===== src/rtl/multicycle_ctrl.sv =====
// multicycle_ctrl: control FSM sequencing a multicycle RV32I-subset datapath,
// with a timed memory handshake, halt/illegal detection and saturating counters.
module multicycle_ctrl #(
    parameter int TIMEOUT = 16,
    parameter int CNT_W   = 32
) (
    input  logic             clk,
    input  logic             rst_n,
    input  logic [6:0]       opcode_i,
    input  logic [2:0]       funct3_i,
    input  logic             alu_zero_i,
    input  logic             end_file_i,
    input  logic             mem_ack_i,
    output logic             pc_write_o,
    output logic             ir_write_o,
    output logic             ior_d_o,
    output logic             mem_read_o,
    output logic             mem_write_o,
    output logic             reg_write_o,
    output logic             mem_to_reg_o,
    output logic             alu_src_a_o,
    output logic [1:0]       alu_src_b_o,
    output logic [1:0]       alu_op_o,
    output logic             pc_source_o,
    output logic             halted_o,
    output logic             error_o,
    output logic [3:0]       state_o,
    output logic [CNT_W-1:0] cycle_count_o,
    output logic [CNT_W-1:0] instr_count_o
);
    typedef enum logic [3:0] {
        IDLE, FETCH, DECODE, MEM_ADDR, MEM_RD, MEM_WB, MEM_WR,
        EXEC_R, EXEC_I, ALU_WB, BRANCH, HALT, ERROR
    } state_t;
    localparam int WW = $clog2(TIMEOUT + 1);
    state_t           state_q, state_d;
    logic [WW-1:0]    wait_q, wait_d;
    logic [CNT_W-1:0] cycle_q, instr_q;
    logic [12:0]      ctl_q, ctl_d;
    logic             waiting, timed_out, taken, retire, active;
    assign waiting   = (state_q == FETCH || state_q == MEM_RD || state_q == MEM_WR) && !mem_ack_i;
    assign timed_out = waiting && wait_q == WW'(TIMEOUT - 1);
    assign taken     = (funct3_i == 3'b000 && alu_zero_i) || (funct3_i == 3'b001 && !alu_zero_i);
    assign retire    = state_d == FETCH && (state_q == MEM_WB || state_q == MEM_WR || state_q == ALU_WB || state_q == BRANCH);
    assign active    = !(state_q == IDLE || state_q == HALT || state_q == ERROR);
    assign wait_d    = (state_d == state_q && waiting) ? wait_q + WW'(1) : '0;
    always_comb begin
        state_d = state_q;
        case (state_q)
            IDLE:     state_d = FETCH;
            FETCH:    state_d = end_file_i ? HALT : mem_ack_i ? DECODE : timed_out ? ERROR : FETCH;
            DECODE:   state_d = (opcode_i == 7'b0000011 || opcode_i == 7'b0100011) ? MEM_ADDR :
                                opcode_i == 7'b0110011 ? EXEC_R :
                                opcode_i == 7'b0010011 ? EXEC_I :
                                opcode_i == 7'b1100011 ? BRANCH : ERROR;
            MEM_ADDR: state_d = opcode_i == 7'b0000011 ? MEM_RD : MEM_WR;
            MEM_RD:   state_d = mem_ack_i ? MEM_WB : timed_out ? ERROR : MEM_RD;
            MEM_WR:   state_d = mem_ack_i ? FETCH : timed_out ? ERROR : MEM_WR;
            EXEC_R, EXEC_I:         state_d = ALU_WB;
            MEM_WB, ALU_WB, BRANCH: state_d = FETCH;
            HALT, ERROR:            state_d = state_q;
            default:                state_d = ERROR;
        endcase
    end
    // {iorD, memRead, memWrite, regWrite, memToReg, aluSrcA, aluSrcB, aluOp, pcSource, halted, error}
    always_comb begin
        ctl_d = '0;
        case (state_d)
            FETCH:    ctl_d = 13'b0_1_0_0_0_0_01_00_0_0_0;
            DECODE:   ctl_d = 13'b0_0_0_0_0_0_10_00_0_0_0;
            MEM_ADDR: ctl_d = 13'b0_0_0_0_0_1_10_00_0_0_0;
            MEM_RD:   ctl_d = 13'b1_1_0_0_0_0_00_00_0_0_0;
            MEM_WB:   ctl_d = 13'b0_0_0_1_1_0_00_00_0_0_0;
            MEM_WR:   ctl_d = 13'b1_0_1_0_0_0_00_00_0_0_0;
            EXEC_R:   ctl_d = 13'b0_0_0_0_0_1_00_10_0_0_0;
            EXEC_I:   ctl_d = 13'b0_0_0_0_0_1_10_11_0_0_0;
            ALU_WB:   ctl_d = 13'b0_0_0_1_0_0_00_00_0_0_0;
            BRANCH:   ctl_d = 13'b0_0_0_0_0_1_00_01_1_0_0;
            HALT:     ctl_d = 13'b0_0_0_0_0_0_00_00_0_1_0;
            ERROR:    ctl_d = 13'b0_0_0_0_0_0_00_00_0_0_1;
            default:  ctl_d = '0;
        endcase
    end
    always_ff @(posedge clk or negedge rst_n) begin
        if (!rst_n) begin
            state_q <= IDLE;
            wait_q  <= '0;
            cycle_q <= '0;
            instr_q <= '0;
            ctl_q   <= '0;
        end else begin
            state_q <= state_d;
            wait_q  <= wait_d;
            ctl_q   <= ctl_d;
            if (active && cycle_q != '1) cycle_q <= cycle_q + CNT_W'(1);
            if (retire && instr_q != '1) instr_q <= instr_q + CNT_W'(1);
        end
    end
    // Load enables follow the live handshake so the IR/PC capture in the ack cycle.
    assign ir_write_o = state_q == FETCH && mem_ack_i && !end_file_i;
    assign pc_write_o = ir_write_o || (state_q == BRANCH && taken);
    assign {ior_d_o, mem_read_o, mem_write_o, reg_write_o, mem_to_reg_o, alu_src_a_o,
            alu_src_b_o, alu_op_o, pc_source_o, halted_o, error_o} = ctl_q;
    assign state_o       = state_q;
    assign cycle_count_o = cycle_q;
    assign instr_count_o = instr_q;
endmodule

===== config.mk =====
export PLATFORM = sky130hd
export DESIGN_NAME = multicycle_ctrl
export DESIGN_NICKNAME = d
export VERILOG_FILES = /design/src/rtl/multicycle_ctrl.sv
export SDC_FILE = /design/constraint.sdc
export NUM_CORES = 1
export LEC_CHECK = 0
export BUFFER_PORTS_ARGS = -buffer_cell sky130_fd_sc_hd__buf_2
export CAP_MARGIN = 20
export CORE_MARGIN = 1.5
export CORE_UTILIZATION = 58
export DETAILED_ROUTE_END_ITERATION = 8
export HOLD_SLACK_MARGIN = 0.02
export PLACE_DENSITY = 0.92
export SKIP_CTS_REPAIR_TIMING = 1
export SYNTH_ARGS = -nofsm -noshare
export SYNTH_HDL_FRONTEND = slang
export SYNTH_SLANG_ARGS = --single-unit

===== constraint.sdc =====
create_clock -name clk -period 7.6 [get_ports clk]
set_input_delay 0.38 -clock clk [delete_from_list [all_inputs] [get_ports clk]]
set_output_delay 0.38 -clock clk [all_outputs]
set_load 0.01 [all_outputs]

# Word level (Yosys, flattened, before mapping)
# Memory sizes are Yosys's and may differ from the RTL's. A register that Yosys moved wholly into a read port is not among the register bits.
# Cells that the tools add are included.
# W data, S select, Z words.
word_totals:
  register_bits: 73
  out_inout_bits: 83
  latchBits: 0
  n_memories: 1
  ramBits: 0
  word_cells: 76
  mem_bits_ro: 208
  input_bits: 15
classes:
  n_bitwise: 0
  eq_ne: 23
  add_sub_neg: 3
  n_reduce_logical: 31
  n_lt_le_gt_ge: 0
  shift: 0
  div: 0
  n_mux: 14
  n_mul: 0
mem_list:
  columns: ["name", "words", "word_bits", "rd", "rd_clocked_by_memory_dff", "wr", "line_no", "source"]
  rows:
  - ["(name not given)", 16, 13, 1, 1, 0, "68", "case (state_d)"]
op_table:
  columns: ["op", "n"]
  rows:
  - ["$add A32 B1 Y32 const B", 2]
  - ["$ne A32 B32 Y1 const B", 2]
  - ["$mux W4", 9]
  - ["$pmux W4 S8", 1]
  - ["$eq A4 B4 Y1 const B", 5]
  - ["$eq A4 B3 Y1 const B", 4]
  - ["$eq A7 B6 Y1 const B", 2]
  - ["$logic_and A1 B1 Y1", 11]
  - ["$logic_or A1 B1 Y1", 10]
  - ["$eq A4 B1 Y1 const B", 2]
  - ["$eq A4 B2 Y1 const B", 2]
  - ["$eq A7 B2 Y1 const B", 1]
  - ["$eq A7 B5 Y1 const B", 1]
  - ["$eq A7 B7 Y1 const B", 1]
  - ["$mux W3", 2]
  - ["$add A5 B1 Y5 const B", 1]
  - ["$eq A5 B4 Y1 const B", 1]
  - ["$logic_not A1 Y1", 5]
  - ["$mux W5", 1]
  - ["$eq A4 B4 Y1", 1]
  - ["$logic_not A4 Y1", 1]
  - ["$reduce_or A2 Y1", 2]
  - ["$reduce_or A4 Y1", 1]
  - ["$eq A3 B1 Y1 const B", 1]
  - ["other kinds (2)", 2]

# Logic depth before layout (Yosys ltp)
logic_depth:
  ltp_word: 12
  mapped_depth: 10
  mapped_depth_nobuf: 9

# Least setup slack after synthesis
# Ideal clock, no wire load.
synth_path:
  path_type: "flip-flop to flip-flop"
  start: "register wait_q[0]"
  end: "register ctl_q[4]"
  setup_time_ns: 0.125
  required_ns: 7.475
  slack_ns: 5.148
  path_buffers: 0
  path_stages_with_launch: 10
  synth_period_minus_slack_ns: 2.452
  t_arrival_ns: 2.328
  path_cell_list: "dfrtp_1 -> ha_1 -> and3_1 -> ha_1 -> nor2b_1 -> a311oi_1 -> a22oi_1 -> a311oi_1 -> nor3_1 -> mux2_2"
synth_between:
  elab_chain_len: 6
  word_cells_on_any_way: 10
  cone_classes: "eq/ne: 1; mux: 8; reduce/logical: 1"
synth_lines:
  columns: ["element", "line_no", "source"]
  rows:
  - ["from (decl)", "37", "logic [WW-1:0] wait_q, wait_d;"]
  - ["from (signal assigned)", "93", "wait_q <= wait_d;"]
  - ["$eq A5 B4 Y1 (*)", "42", "assign timed_out = waiting && wait_q == WW'(TIMEOUT - 1);"]
  - ["$logic_and A1 B1 Y1 (*)", "42", null]
  - ["$mux W4 (3 in a row)", "51", "FETCH: state_d = end_file_i ? HALT : mem_ack_i ? DECODE : timed_out ? ERROR : FETCH;"]
  - ["$pmux W4 S8 (*)", "49", "case (state_q)"]
  - ["to (decl)", "39", "logic [12:0] ctl_q, ctl_d;"]
# Mark *: on every way between the ends. The rest lies on a longest branch, timed or not.
# A chain may end at the register's enable or synchronous reset.

# Worst setup path after layout
layout_path:
  start: "register state_q[3] (netlist: state_o[3])"
  end: "register instr_q[10] (netlist: instr_count_o[10])"
layout_between:
  elab_chain_len: 12
  word_cells_on_any_way: 34
  cone_classes: "eq/ne: 13; mux: 8; reduce/logical: 13"
layout_lines:
  columns: ["element", "line_no", "source"]
  rows:
  - ["from (decl)", "36", "state_t state_q, state_d;"]
  - ["from (signal assigned)", "92", "state_q <= state_d;"]
  - ["$eq A4 B1 Y1 / $eq A4 B3 Y1 (equally long branches)", "41, 49", null]
  - ["$logic_or A1 B1 Y1 (2 in a row)", "41", "assign waiting = (state_q == FETCH || state_q == MEM_RD || state_q == MEM_WR) && !mem_ack_i;"]
  - ["$logic_and A1 B1 Y1", "41", null]
  - ["$logic_and A1 B1 Y1", "42", null]
  - ["$mux W4 (3 in a row)", "51", null]
  - ["$pmux W4 S8", "49", null]
  - ["$eq A4 B1 Y1", "44", "assign retire = state_d == FETCH && (state_q == MEM_WB || state_q == MEM_WR || state_q == ALU_WB || state_q == ..."]
  - ["$logic_and A1 B1 Y1 (*)", "44", null]
  - ["$logic_and A1 B1 Y1 (*)", "96", "if (retire && instr_q != '1) instr_q <= instr_q + CNT_W'(1);"]
  - ["to (signal assigned)", "96", null]
  - ["to (decl)", "38", "logic [CNT_W-1:0] cycle_q, instr_q;"]
# Marks and branches as above.

==> results by stage <==
Routing:
- The detailed router's first-iteration violation count is 176.
- The antenna violation net count after detailed routing is 0.
- The routed length per placed instance is 15.11 microns.
- The number of vias in the routed layout is 3459.
- Using the TritonRoute via totals, the vias-per-cell ratio works out to 5.652.
- The total wire length is 9.245 mm.
- The number of iterations in the first detailed-routing pass is 4.
- In the routed design, unresolved DRC markers number 0.

Global route:
- The maximum number of pins on one net before global-route repair is 87.
- The first global-routing pass estimated 14.98 mm of wire.
- The overall track demand over capacity in global routing is 0.2430.
- The global-route layer with the greatest usage is met2.
- In the global route stage, met3 resource usage came out at 0.03970.
- The global-route track usage on met1 is 0.3341.
- The initial antenna violation count is 0.
- The via count of the first global-routing pass is around 3100.
- For this run, global-route usage on met2 was measured as 0.3836.
- The total congestion overflow after global routing is 0.

Yosys:
- The total nets after synthesis is 424.
- The register bit count reported by yosys is 86.
- The netlist uses 50 different library cells.
- The synthesized design contains 0 enable-type register cells.
- The commonest register cell after synthesis is dfrtp_1.
- Yosys printed 0 warnings.
- After synthesis, the most frequently instantiated cells are 86 x dfrtp_1, 46 x xnor2_1, 37 x nand2_1, 29 x nand3_1.
- The area share of the leading cell type in the synthesized netlist is 0.5009.
- The total standard cell area after synthesis is 4297 sq um.
- The number of instances in the synthesized netlist is 405.
- By instance count, the leading cell after synthesis is dfrtp_1.
- In the post-synthesis netlist, the biggest area contributors are dfrtp_1 50%, xnor2_1 9.4%, xor2_1 4.3%.
- The share of the Yosys chip area taken by registers is 0.5009.
- dfrtp_1 takes more of the synthesized area than any other cell.
- The average instance in the mapped netlist occupies 10.61 sq um.
- The proportion of register bits with asynchronous set or reset after synthesis is 1.000.

Floorplanning:
- From bottom edge to top edge, the die measures 89.07 microns.
- The initial utilization of the core area, before any placement, comes to 0.5956.
- The top-level port count is 98.
- The core box area is 7214 sq um.
- The standard-cell row count is 31.
- The die covers 7933 sq um.
- From left edge to right edge, the die measures 89.07 microns.

Clocking:
- The total number of H-tree levels is 3.
- Clock-pin slew was measured on the worst setup and hold paths at 0.09 ns.
- At the later pin of the worst-skew pair, clock insertion delay measures 0.35 ns.
- The clock tree from TritonCTS is done.
- Clock tree synthesis selected as its root buffer the cell clkbuf_8.
- TritonCTS created 9 clock buffers.
- The buffer levels on the longest clock path is 2.
- Clock tree synthesis found a total of 86 sinks.

STA:
- The tightest hold path in the finished design has a slack of 0.2632 ns.
- The number of endpoints with negative hold slack in the final report is 0.
- The clock arrives with about 0.016 ns of skew.
- Adding up every negative setup slack in the final design gives 0 ns.
- For the pin with the worst max-slew slack, the measured transition is 0.9095 ns.
- Timing would allow up to 0.3559 GHz.
- The worst pin sits at a relative slew slack of 0.3873.
- Counting I/O delays and the setup requirement, the final critical path takes 2.810 ns.
- Setup violations remaining at the end of the flow were counted as 0.
- The number of max-slew violations in the final report is 0.
- In the finished design, the share of the clock period the worst path needs comes to 0.3697.
- Setup repair after global routing left no endpoint under its margin.

Layout:
- The number of antenna diodes in the final layout is 0.
- Summing all non-filler instances in the final layout gives an area of 5079 sq um.
- Compared with the post-synthesis result, the final layout area differs by 18.20%.
- The count of fill cells added during filler insertion is around 530.
- The final layout net count is 527.
- In the final layout, the share of cells above drive strength 1 is 0.2593.

Worst setup path:
- The category of cells accounting for the largest share of critical-path delay is simple AND/OR/NAND/NOR gates.
- The largest single stage delay on the critical path is between 0.6 and 0.7 ns.
- The combined buffer and inverter count along the critical path is 0.
- The critical path arrival is 3.03 ns.
- The critical path's slowest cell is or4b_4.
- The worst setup path is launched from a flip-flop.
- Data on the critical path is required at its endpoint by 7.82 ns.
- The critical path is of the flip-flop to flip-flop type.
- The cell count of the worst reg-to-reg path is 6.
- STA classifies the critical path endpoint as a flip-flop.
- Counting buffers and inverters, the worst setup path is 6 cells deep.
- The maximum fanout count along the critical path is 17.
- Traced cell by cell, the critical path runs through or4b_4 > nor4_4 > o31ai_2 > nor4_1 > nand4_1 > xnor2_1.

Placed design:
- The count of buffers inserted at the top-level ports is 97.
- Summed over all nets, the half-perimeter wirelength after detailed placement is 6.672 mm.
- At the end of routability-driven placement, the weighted congestion stood at 0.8591.
- In this run the cell area measured after placement is 4872 sq um.

Hold path:
- The number of stages on the worst hold path is 2.
- The classification of the worst-slack hold path is input port to flip-flop.

Status:
- The flow ran to the end, and the final reports show no timing, DRC or antenna violations.

Flow run:
- The number of max-cap violations is 0.

Power:
- The leakage power summed over all cells is 0.002477 uW.
- The peak supply drop is 0.2424 mV.
- The overall power is 1357 uW.
- In this run the power density over the cells is 267.3 nW/um^2.
final timing paths:
path / from / endpoint / slack [ns]
hold reg to reg: wait_q[0] / wait_q[0] / 0.47
min in group asynchronous: rst_n / ctl_q[12] / 0.41
max in group asynchronous: rst_n / ctl_q[2] / 6.58
setup reg to reg: state_o[3] / instr_count_o[10] / 4.79
hold / removal: opcode_i[4] / ctl_q[2] / 0.26
setup / recovery: state_o[3] / instr_count_o[10] / 4.79
power breakdown:
part	leakage, uW	switching [uW]	internal [uW]
clock network	0.0000796	154	128
logic	0.00124	267	196
registers	0.00116	89.7	522
metal layers:
| layer | vias to the layer above | wire length, microns |
|---|---|---|
| met5 | - | 0 |
| li1 | 1644 | - |
| met3 | 24 | 466 |
| met2 | 127 | 4462 |
| met4 | 0 | 183 |
| met1 | 1664 | 4132 |
cell type report:
type,instances,area [sq um],share of cell area
Clock buffer,13,148.9,0.02932
Clock inverter,3,20.02,0.003942
Inverter,12,45.04,0.008869
Multi-Input combinational cell,300,2063,0.4063
Sequential cell,86,2152,0.4237
Tap cell,99,123.9,0.02439
Timing Repair Buffer,99,525.5,0.1035
flip-flops by register name, summed over array words and instances, names as in the netlist:
name / count
wait_q: 5
cycle_count_o: 32
ctl_q: 13
state_o: 4
instr_count_o: 32
through the flow:
stage | util | worst slack, ns | cells
floorplan | - | 5.148 | 405
global placement | 0.6753 | 4.924 | 594
detailed placement | 0.6753 | 4.848 | 594
CTS | 0.6988 | 4.812 | 610
global route | 0.7040 | 4.610 | 612
finish | 0.7040 | 4.790 | 612
cell usage in the layout (no fill, tap or decap), types with 3 or more instances in the layout:
cell type	instances
buf_2	96
dfrtp_1	86
xnor2_1	46
nand2_1	37
nand3_1	29
nor2_1	21
xor2_1	21
nand4_1	21
and4_1	13
inv_1	12
nor3_1	12
clkbuf_8	10
and3_1	9
nor2b_1	8
nor4_1	7
or2_2	5
a21oi_1	5
o21ai_0	5
and2_1	5
o21a_1	4
mux2_2	4
nand2b_1	4
nor3_2	4
ha_1	4
a22oi_1	3
clkbuf_1	3
cell families (layout without fill, tap and decap cells):
kind of cell	Yosys count	count (layout)	share of synthesized area
AOI/OAI and AO/OA	33	33	0.05649
xor gates and xnor gates	67	67	0.1366
adders and majority gates	4	4	0.01165
buffers and inverters	19	127	0.01893
DFF	86	86	0.5009
muxes	4	4	0.01048
and+or+nand+nor	192	192	0.2650
No activity file was read; power rests on OpenSTA's default activity.
